[src/rtl/cdc_pkg.sv]
// Shared types and Gray/binary helpers for counters that cross clock domains.
// Used by both the transmit and receive sides.
package cdc_pkg;

    localparam int unsigned CdcMaxWidth = 32;

    typedef enum logic [1:0] {
        StInit,
        StPrime,
        StRun
    } state_e;

    // Callers zero-extend to CdcMaxWidth and truncate the result back to width.
    function automatic logic [CdcMaxWidth-1:0] gray2bin(
        input logic [CdcMaxWidth-1:0] gray,
        input int unsigned            width
    );
        logic [CdcMaxWidth-1:0] masked;
        logic [CdcMaxWidth-1:0] bin;
        masked = '0;
        for (int i = 0; i < int'(CdcMaxWidth); i++) begin
            if (i < int'(width)) begin
                masked[i] = gray[i];
            end
        end
        // Each binary bit is the parity of its Gray bit and all bits above it.
        for (int i = 0; i < int'(CdcMaxWidth); i++) begin
            bin[i] = ^(masked >> i);
        end
        return bin;
    endfunction

    function automatic logic [CdcMaxWidth-1:0] bin2gray(input logic [CdcMaxWidth-1:0] bin);
        return bin ^ (bin >> 1);
    endfunction

endpackage

[src/rtl/sync_chain.sv]
// Multi-bit flop synchronizer: WIDTH bits, STAGES deep, async active-low reset.
// Safe only for sources that change one bit at a time (Gray counts).
module sync_chain #(
    parameter int unsigned WIDTH  = 4,
    parameter int unsigned STAGES = 2
) (
    input  logic             clk,
    input  logic             reset,
    input  logic [WIDTH-1:0] d,
    output logic [WIDTH-1:0] q
);

    (* ASYNC_REG = "TRUE" *) logic [WIDTH-1:0] sync_q [STAGES];

    always_ff @(posedge clk or negedge reset) begin
        if (!reset) begin
            for (int i = 0; i < int'(STAGES); i++) begin
                sync_q[i] <= '0;
            end
        end else begin
            sync_q[0] <= d;
            for (int i = 1; i < int'(STAGES); i++) begin
                sync_q[i] <= sync_q[i-1];
            end
        end
    end

    assign q = sync_q[STAGES-1];

endmodule

[src/rtl/f2s_count_receiver.sv]
// Receive side of a fast-to-slow Gray counter crossing: synchronizes the count,
// converts to binary, accumulates per-sample advances and flags oversized steps.
module f2s_count_receiver
    import cdc_pkg::*;
#(
    parameter int unsigned WIDTH       = 4,
    parameter int unsigned SYNC_STAGES = 2,
    parameter int unsigned ACC_WIDTH   = 16,
    parameter int unsigned MAX_STEP    = 4
) (
    input  logic                 clk,
    input  logic                 reset,
    input  logic [WIDTH-1:0]     gray_in,
    input  logic                 clr_total,
    output logic [WIDTH-1:0]     count_bin,
    output logic [WIDTH-1:0]     delta,
    output logic                 update,
    output logic [ACC_WIDTH-1:0] total,
    output logic                 overrun
);

    localparam int unsigned CntWidth = $clog2(SYNC_STAGES + 1);
    localparam int unsigned SumWidth = ((ACC_WIDTH > WIDTH) ? ACC_WIDTH : WIDTH) + 1;
    localparam logic [CntWidth-1:0]  InitLast = CntWidth'(SYNC_STAGES - 1);
    localparam logic [ACC_WIDTH-1:0] AccMax   = '1;

    state_e                state_q, state_d;
    logic [CntWidth-1:0]   init_cnt_q, init_cnt_d;
    logic [WIDTH-1:0]      sync_gray;
    logic [WIDTH-1:0]      sample_bin;
    logic [WIDTH-1:0]      step;
    logic [WIDTH-1:0]      prev_q, prev_d;
    logic [WIDTH-1:0]      count_q, count_d;
    logic [WIDTH-1:0]      delta_q, delta_d;
    logic                  update_q, update_d;
    logic                  overrun_q, overrun_d;
    logic [ACC_WIDTH-1:0]  total_q, total_d;
    logic [SumWidth-1:0]   sum;

    sync_chain #(
        .WIDTH (WIDTH),
        .STAGES(SYNC_STAGES)
    ) u_sync_chain (
        .clk  (clk),
        .reset(reset),
        .d    (gray_in),
        .q    (sync_gray)
    );

    assign sample_bin = WIDTH'(gray2bin(CdcMaxWidth'(sync_gray), WIDTH));

    always_ff @(posedge clk or negedge reset) begin
        if (!reset) begin
            state_q    <= StInit;
            init_cnt_q <= '0;
        end else begin
            state_q    <= state_d;
            init_cnt_q <= init_cnt_d;
        end
    end

    // INIT lasts SYNC_STAGES cycles so the chain is flushed of its reset zeros.
    always_comb begin
        state_d    = state_q;
        init_cnt_d = init_cnt_q;
        unique case (state_q)
            StInit: begin
                if (init_cnt_q == InitLast) begin
                    state_d = StPrime;
                end else begin
                    init_cnt_d = init_cnt_q + 1'b1;
                end
            end
            StPrime: state_d = StRun;
            StRun:   state_d = StRun;
            default: state_d = StInit;
        endcase
    end

    always_comb begin
        prev_d    = prev_q;
        count_d   = count_q;
        delta_d   = delta_q;
        update_d  = 1'b0;
        total_d   = total_q;
        overrun_d = overrun_q;
        step      = sample_bin - prev_q;
        sum       = '0;
        unique case (state_q)
            // Startup value becomes the reference without being counted as motion.
            StPrime: begin
                prev_d  = sample_bin;
                count_d = sample_bin;
            end
            StRun: begin
                prev_d = sample_bin;
                if (step != '0) begin
                    count_d  = sample_bin;
                    delta_d  = step;
                    update_d = 1'b1;
                    sum      = (clr_total ? '0 : SumWidth'(total_q)) + SumWidth'(step);
                    total_d  = (sum > SumWidth'(AccMax)) ? AccMax : ACC_WIDTH'(sum);
                    if (32'(step) > MAX_STEP) begin
                        overrun_d = 1'b1;
                    end
                end else if (clr_total) begin
                    total_d = '0;
                end
            end
            default: ;
        endcase
    end

    always_ff @(posedge clk or negedge reset) begin
        if (!reset) begin
            prev_q    <= '0;
            count_q   <= '0;
            delta_q   <= '0;
            update_q  <= 1'b0;
            total_q   <= '0;
            overrun_q <= 1'b0;
        end else begin
            prev_q    <= prev_d;
            count_q   <= count_d;
            delta_q   <= delta_d;
            update_q  <= update_d;
            total_q   <= total_d;
            overrun_q <= overrun_d;
        end
    end

    assign count_bin = count_q;
    assign delta     = delta_q;
    assign update    = update_q;
    assign total     = total_q;
    assign overrun   = overrun_q;

endmodule

[config.mk]
export PLATFORM = sky130hd
export DESIGN_NAME = f2s_count_receiver
export DESIGN_NICKNAME = d
export VERILOG_FILES = /design/src/rtl/cdc_pkg.sv /design/src/rtl/sync_chain.sv /design/src/rtl/f2s_count_receiver.sv
export SDC_FILE = /design/constraint.sdc
export NUM_CORES = 1
export LEC_CHECK = 0
export CAP_MARGIN = 20
export CORE_UTILIZATION = 32
export DETAILED_ROUTE_END_ITERATION = 12
export GPL_ROUTABILITY_DRIVEN = 0
export GPL_TIMING_DRIVEN = 0
export PLACE_DENSITY = 0.6
export SLEW_MARGIN = 15
export SYNTH_ARGS = -nofsm -noshare
export SYNTH_HDL_FRONTEND = slang
export SYNTH_HIERARCHICAL = 1
export SYNTH_SLANG_ARGS = --single-unit
[constraint.sdc]
create_clock -name clk -period 3.8 [get_ports clk]
set_clock_uncertainty 0.05 [all_clocks]
set_input_delay 0.95 -clock clk [delete_from_list [all_inputs] [get_ports clk]]
set_output_delay 0.95 -clock clk [all_outputs]
set_load 0.01 [all_outputs]
==> results of run 1 <==
[cells in the mapped netlist (4+ instances only)]
cell type and instances:
nor2_1 7, nor3_1 4, nand2_1 14, clkbuf_1 4, o21ai_0 15, mux2_2 4
ha_1 10, inv_1 16, xnor2_1 5, nor2b_1 4, buf_4 4, a31oi_1 5
and2_1 5, dfrtp_1 42, a21oi_1 16, and4b_1 4, and3_1 6
[power by group through the flow]
stage	clock [uW]	sequential, uW	combinational [uW]
after floorplan	0	592	368
after global placement	0	570	608
after detailed placement	0	571	620
after CTS	314	563	638
after global routing	335	573	753
final	302	562	687
[registers in the layout, summed over array words and instances, names as in the netlist]
register             cells
prev_q                   4
total                   16
init_cnt_q               2
u_sync_chain/q           4
update                   1
u_sync_chain/sync_q      4
delta                    4
overrun                  1
state_q                  2
count_bin                4
[layer usage]
metal / routed length, um / up-vias / track usage (%) / part of all wire, %
met5: 0 / - / 0 / 0
met4: 70 / 0 / 4.918 / 1.4
met3: 219 / 7 / 3.033 / 4.3
met2: 2446 / 42 / 25.13 / 48
met1: 2376 / 897 / 19.93 / 46
li1: - / 875 / - / -
[placed cells by master, fill, tap and decap left out, drive strengths merged, types with 5 or more instances in the layout]
| master | netlist | layout |
|---|---|---|
| a21oi | 19 | 19 |
| a31oi | 6 | 6 |
| and2 | 5 | 5 |
| and3 | 8 | 8 |
| buf | 8 | 14 |
| clkbuf | 4 | 9 |
| clkdlybuf4s50 | 0 | 31 |
| dfrtp | 42 | 42 |
| ha | 10 | 10 |
| inv | 16 | 17 |
| nand2 | 15 | 15 |
| nor2 | 7 | 7 |
| nor3 | 6 | 6 |
| o21ai | 16 | 16 |
| xnor2 | 6 | 6 |
[metrics by stage]
step / instances / utilization [%] / area [um2] / hold slack, ns / TNS [ns]
after floorplan: 222 / - / 2318 / 0.2812 / 0
after global placement: 350 / 39.95 / 2759 / 0.2825 / -5.316
after CTS: 360 / 42.26 / 2919 / 0.3055 / 0
final: 363 / 43.04 / 2973 / 0.3029 / 0
after global routing: 363 / 43.04 / 2973 / 0.3069 / 0
after detailed placement: 351 / 40.16 / 2774 / 0.2847 / -7.006
[worst min path at each step]
stage | endpoint | cells after the start
finish | u_sync_chain/q[3]$_DFF_PN0_ | 0
global placement | u_sync_chain/q[1]$_DFF_PN0_ | 0
detailed placement | u_sync_chain/q[3]$_DFF_PN0_ | 0
floorplan | u_sync_chain/q[0]$_DFF_PN0_ | 0
global route | u_sync_chain/q[3]$_DFF_PN0_ | 0
CTS | u_sync_chain/q[3]$_DFF_PN0_ | 0
[layout make-up]
cell class / count / share of cell area, %
Multi-Input combinational cell: 152 / 40.74
Sequential cell: 42 / 35.35
Timing Repair Buffer: 37 / 12.29
Clock buffer: 5 / 2.315
Clock inverter: 3 / 0.8418
Inverter: 16 / 2.020
Tap cell: 96 / 4.040
Buffer: 12 / 2.399
[logic make-up after synthesis]
family / synth area share [%]
AND/OR/NAND/NOR: 16.08
AO/OA/AOI/OAI: 18.62
multiplexers: 2.374
XOR/XNOR: 4.426
flip-flops: 45.33
adder cells (fa/ha/maj): 7.555
buffers and inverters: 5.612
[worst max-delay path, cell delays in order (launching register included)]
cell and delay [ns]:
dfrtp_1 0.37, buf_4 0.16, xor2_4 0.21, xor2_2 0.22, xnor2_2 0.16, ha_2 0.22
inv_1 0.05, fa_2 0.56, ha_1 0.24, a21o_1 0.18, maj3_1 0.40, nor2_2 0.13
a21oi_2 0.11, and4_1 0.27, a211oi_2 0.22
[what timing repair did]
| action | in CTS | in global routing |
|---|---|---|
| pin swaps | 1 | 5 |
| resized for setup | 6 | 10 |
| endpoints found under the setup margin | 20 | 16 |
| buffers inserted | 1 | 3 |
==> out/metrics.yaml, run 1 <==
outcome: "finished, final reports clean"
cp-end-kind: "flip-flop"
clockRootBuffer: "clkbuf_8"
yosysWarnings: 6
setup_viol: 0
grt_max_degree: 26
crit_fanout: 10
p_int_uw: 975.3
drt-pass1-iter-count: 4
cts_tree: "done"
r2r-end: "total[13]$_DFFE_PN0P_"
yosys_most_used_dff: "dfrtp_1"
hold_viol: 0
yosysTopAreaCell: "dfrtp_1"
grt-ovfl-total: 0
crit_type: "reg -> reg"
vdd_drop_max_mv: 0.2311
clk_pin_slew_ns: 0.09
relSlewSlack_pct: 65.76
portBuffers: 32
clock.fmax_ghz: 0.2764
dp_hpwl_mm: 3.715
syn-instance-count: 222
max_cap_violations: 0
first_global_vias: 1846
vias: 1821
die-height_um: 87.12
synth.distinct_cells: 55
drive_gt1_share_pct: 20.60
core_mm2: 0.006907
grt_pass1_wl_mm: 8.907
die-area_mm2: 0.007590
worstSetupStartpointType: "flip-flop"
synthArstFlopShare_pct: 100.0
ys_seq_area_share_pct: 45.33
slew_violations: 0
pre_cts_slack_ns: -0.4824
cts_buffers: 5
critical_path_required_ns: 3.97
insertion_delay_ns: 0.30
rsz0062_at_grt: "false"
worstHoldStart: "u_sync_chain/sync_q[7]$_DFF_PN0_"
synth_top_area_share_pct: 45.33
multi_input_area_mm2: 0.001211
ys_seq_elements: 42
clk_path_buf_depth: 2
syn_area_mm2: 0.002318
drt-initial-drc-count: 170
comb_power_share_pct: 44.3
antenna_left: 0
regArea_mm2: 0.001051
powerDensity_mw_per_mm2: 521.7
synth_edf_count: 0
antenna_found_initial: 0
grt_usage_pct: 15.18
cts_num_sinks: 42
syn_area_per_cell_um2: 10.44
power.share.clock_pct: 19.5
layout.nets: 285
leakagePower_uw: 0.001287
finalPower_uw: 1551
ios: 33
worst_pin_slew_ns: 0.5136
routed_wl_mm: 5.111
reg2reg_from: "u_sync_chain/q[3]$_DFF_PN0_"
antennaDiodeCount: 0
min_path_type: "reg -> reg"
reg2reg_depth: 14
reg2reg_setup_slack_ns: 0.18
yosys-top-cells-area: "dfrtp_1 (45%), ha_1 (5.4%), a21oi_1 (3.5%)"
syn-num-nets: 241
endpoint: "total[13]$_DFFE_PN0P_"
hold_buffers: 0
power.switching_uw: 575.6
die_w_um: 87.12
drcViolationCount: 0
routed_via_density: 5.017
finalWorstSetupSlack_ns: 0.1827
p_seq_share_pct: 36.2
fill_cells: 715
fin_crit_sh_pct: 95.19
switching_share_pct: 37.11
period_minus_slack_ns: 3.617
htree_num_levels: 2
crit_arrival_ns: 3.79
num_rows: 30
area_growth_pct: 28.22
start_util_pct: 33.57
crit_path_start: "u_sync_chain/q[3]$_DFF_PN0_"
detail_route.wl_per_cell_um: 14.08
Note: power is estimated with default switching activity, not from simulation.
==> inputs of run 2 (changes only) <==
PLACE_DENSITY = 0.57   (was 0.6)
==> run 2 against run 1 <==
Die area stayed put; highest routed layer unchanged; register-to-register slack hardly changed; flip-flop and latch count stayed put; sequential power hardly changed; worst setup slack hardly changed.
==> out/metrics.yaml, run 2 (synthesis gave the netlist of run 1 again) <==
drt-initial-drc-count: 145
slew_violations: 0
detail_route.wl_per_cell_um: 14.21
largest_register_ffs: 16
hold_viol: 0
layout_commonest_cell: "dfrtp_1"
drive_gt1_share_pct: 22.10
period_minus_slack_ns: 3.618
reg2reg_depth: 16
grt_pass1_wl_mm: 8.700
grt-ovfl-total: 0
crit_cells: 16
clk_path_buf_depth: 2
max_cap_violations: 0
cp-end-kind: "flip-flop"
start_util_pct: 33.57
clock.fmax_ghz: 0.2764
pre_cts_slack_ns: -0.4418
area_growth_pct: 31.08
cp_slowest_cell: "dfrtp_1"
powerDensity_mw_per_mm2: 558.0
antennaDiodeCount: 0
cts_num_sinks: 42
crit_type: "reg -> reg"
leakagePower_uw: 0.001321
path_buf_inv: 3
core_mm2: 0.006907
crit_path_start: "u_sync_chain/q[2]$_DFF_PN0_"
final_cell_mix: "dfrtp_1 (42), clkdlybuf4s50_1 (31), inv_1 (16)"
dp_hpwl_mm: 3.696
outcome: "finished, final reports clean"
num_rows: 30
clk_pin_slew_ns: 0.08
clockRootBuffer: "clkbuf_8"
ios: 33
die-area_mm2: 0.007590
die-height_um: 87.12
grt_max_degree: 24
drt-pass1-iter-count: 4
antenna_left: 0
max_stage_delay_ns: 0.37
critical_path_required_ns: 3.94
cp_top_family: "simple AND/OR/NAND/NOR gates"
routed_wl_mm: 5.157
cts_tree: "done"
rsz0062_at_grt: "true"
htree_num_levels: 2
crit_fanout: 3
fin_crit_sh_pct: 95.20
cts_buffers: 5
vdd_drop_max_mv: 0.2084
finalWorstSetupSlack_ns: 0.1823
insertion_delay_ns: 0.30
reg2reg_from: "u_sync_chain/q[2]$_DFF_PN0_"
crit_arrival_ns: 3.76
antenna_found_initial: 0
relSlewSlack_pct: 64.47
whs_path_depth: 0
grt_usage_pct: 15.09
vias: 1798
worstSetupStartpointType: "flip-flop"
worst_pin_slew_ns: 0.5329
routed_via_density: 4.953
first_global_vias: 1707
path_cells: "buf_4 -> xor2_4 -> xor2_2 -> xnor2_2 -> ha_2 -> nand3b_1 -> and3_2 -> or2_2 -> inv_1 -> ha_1 -> a31o_2 -> o31ai_2 -> a211oi_2 -> buf_4 -> and2_1 -> a32o_1"
layout.nets: 285
setup_viol: 0
min_path_type: "reg -> reg"
placed_cell_area_mm2: 0.002781
design_area_mm2: 0.003039
die_w_um: 87.12
drcViolationCount: 0
worstHoldStart: "u_sync_chain/sync_q[5]$_DFF_PN0_"
portBuffers: 32
crit_top_cell: "buf_4"
==> run 2: what timing repair did <==
| action | in CTS | in global routing |
|---|---|---|
| hold buffers | 0 | 0 |
| pin swaps | 1 | 10 |
| endpoints found under the hold margin | 0 | 0 |
| resized for setup | 6 | 13 |
| setup buffers | 1 | 2 |
| endpoints found under the setup margin | 20 | 17 |
| gates cloned | 0 | 1 |
==> run 2: power breakdown <==
group          total [uW]  switching, uW  internal [uW]
combinational         690            372            318
clock                 441            161            280
sequential            565           47.6            517
total                1700            580           1120
==> run 2: layout make-up <==
class	count	area, um2
fillers	702	3867
multi-input cells	152	1224
flip-flops and latches	42	1051
repair buffers	37	370.4
well taps	96	120.1
clock buffers	6	82.58
plain buffers	12	71.32
clock inverters	2	60.06
inverters	16	60.06
==> run 2: worst paths after layout <==
kind                                                to  slack (ns)
hold / removal             u_sync_chain/q[1]$_DFF_PN0_        0.30
min in group asynchronous         total[8]$_DFFE_PN0P_        0.55
max in group asynchronous        prev_q[3]$_DFFE_PN0P_        2.66
hold reg to reg            u_sync_chain/q[1]$_DFF_PN0_        0.30
setup reg to reg                 total[10]$_DFFE_PN0P_        0.18
setup / recovery                 total[10]$_DFFE_PN0P_        0.18
==> run 2: routing by layer <==
layer	track usage [%]	routed length, um
met4	7.154	127
met5	0	0
met1	21.59	2565
met3	2.938	212
met2	21.90	2251
==> run 2: through the flow <==
step | util [%] | setup TNS (ns) | power (uW) | hold WS, ns | cells
after floorplan | - | 0 | 960.2 | 0.2812 | 222
after global placement | 39.95 | -6.180 | 1187 | 0.2817 | 350
after detailed placement | 40.27 | -6.214 | 1195 | 0.2847 | 351
after CTS | 43.08 | 0 | 1657 | 0.3051 | 360
after global routing | 44.00 | -0.06625 | 1803 | 0.3141 | 363
final | 44.00 | 0 | 1696 | 0.3030 | 363
==> inputs of run 3 (changes only) <==
PLACE_DENSITY = unset   (was 0.57)
TNS_END_PERCENT = 50   (was unset)
==> results of run 3 <==
No change in the layout: final DEF, timing and power equal those of run 1.
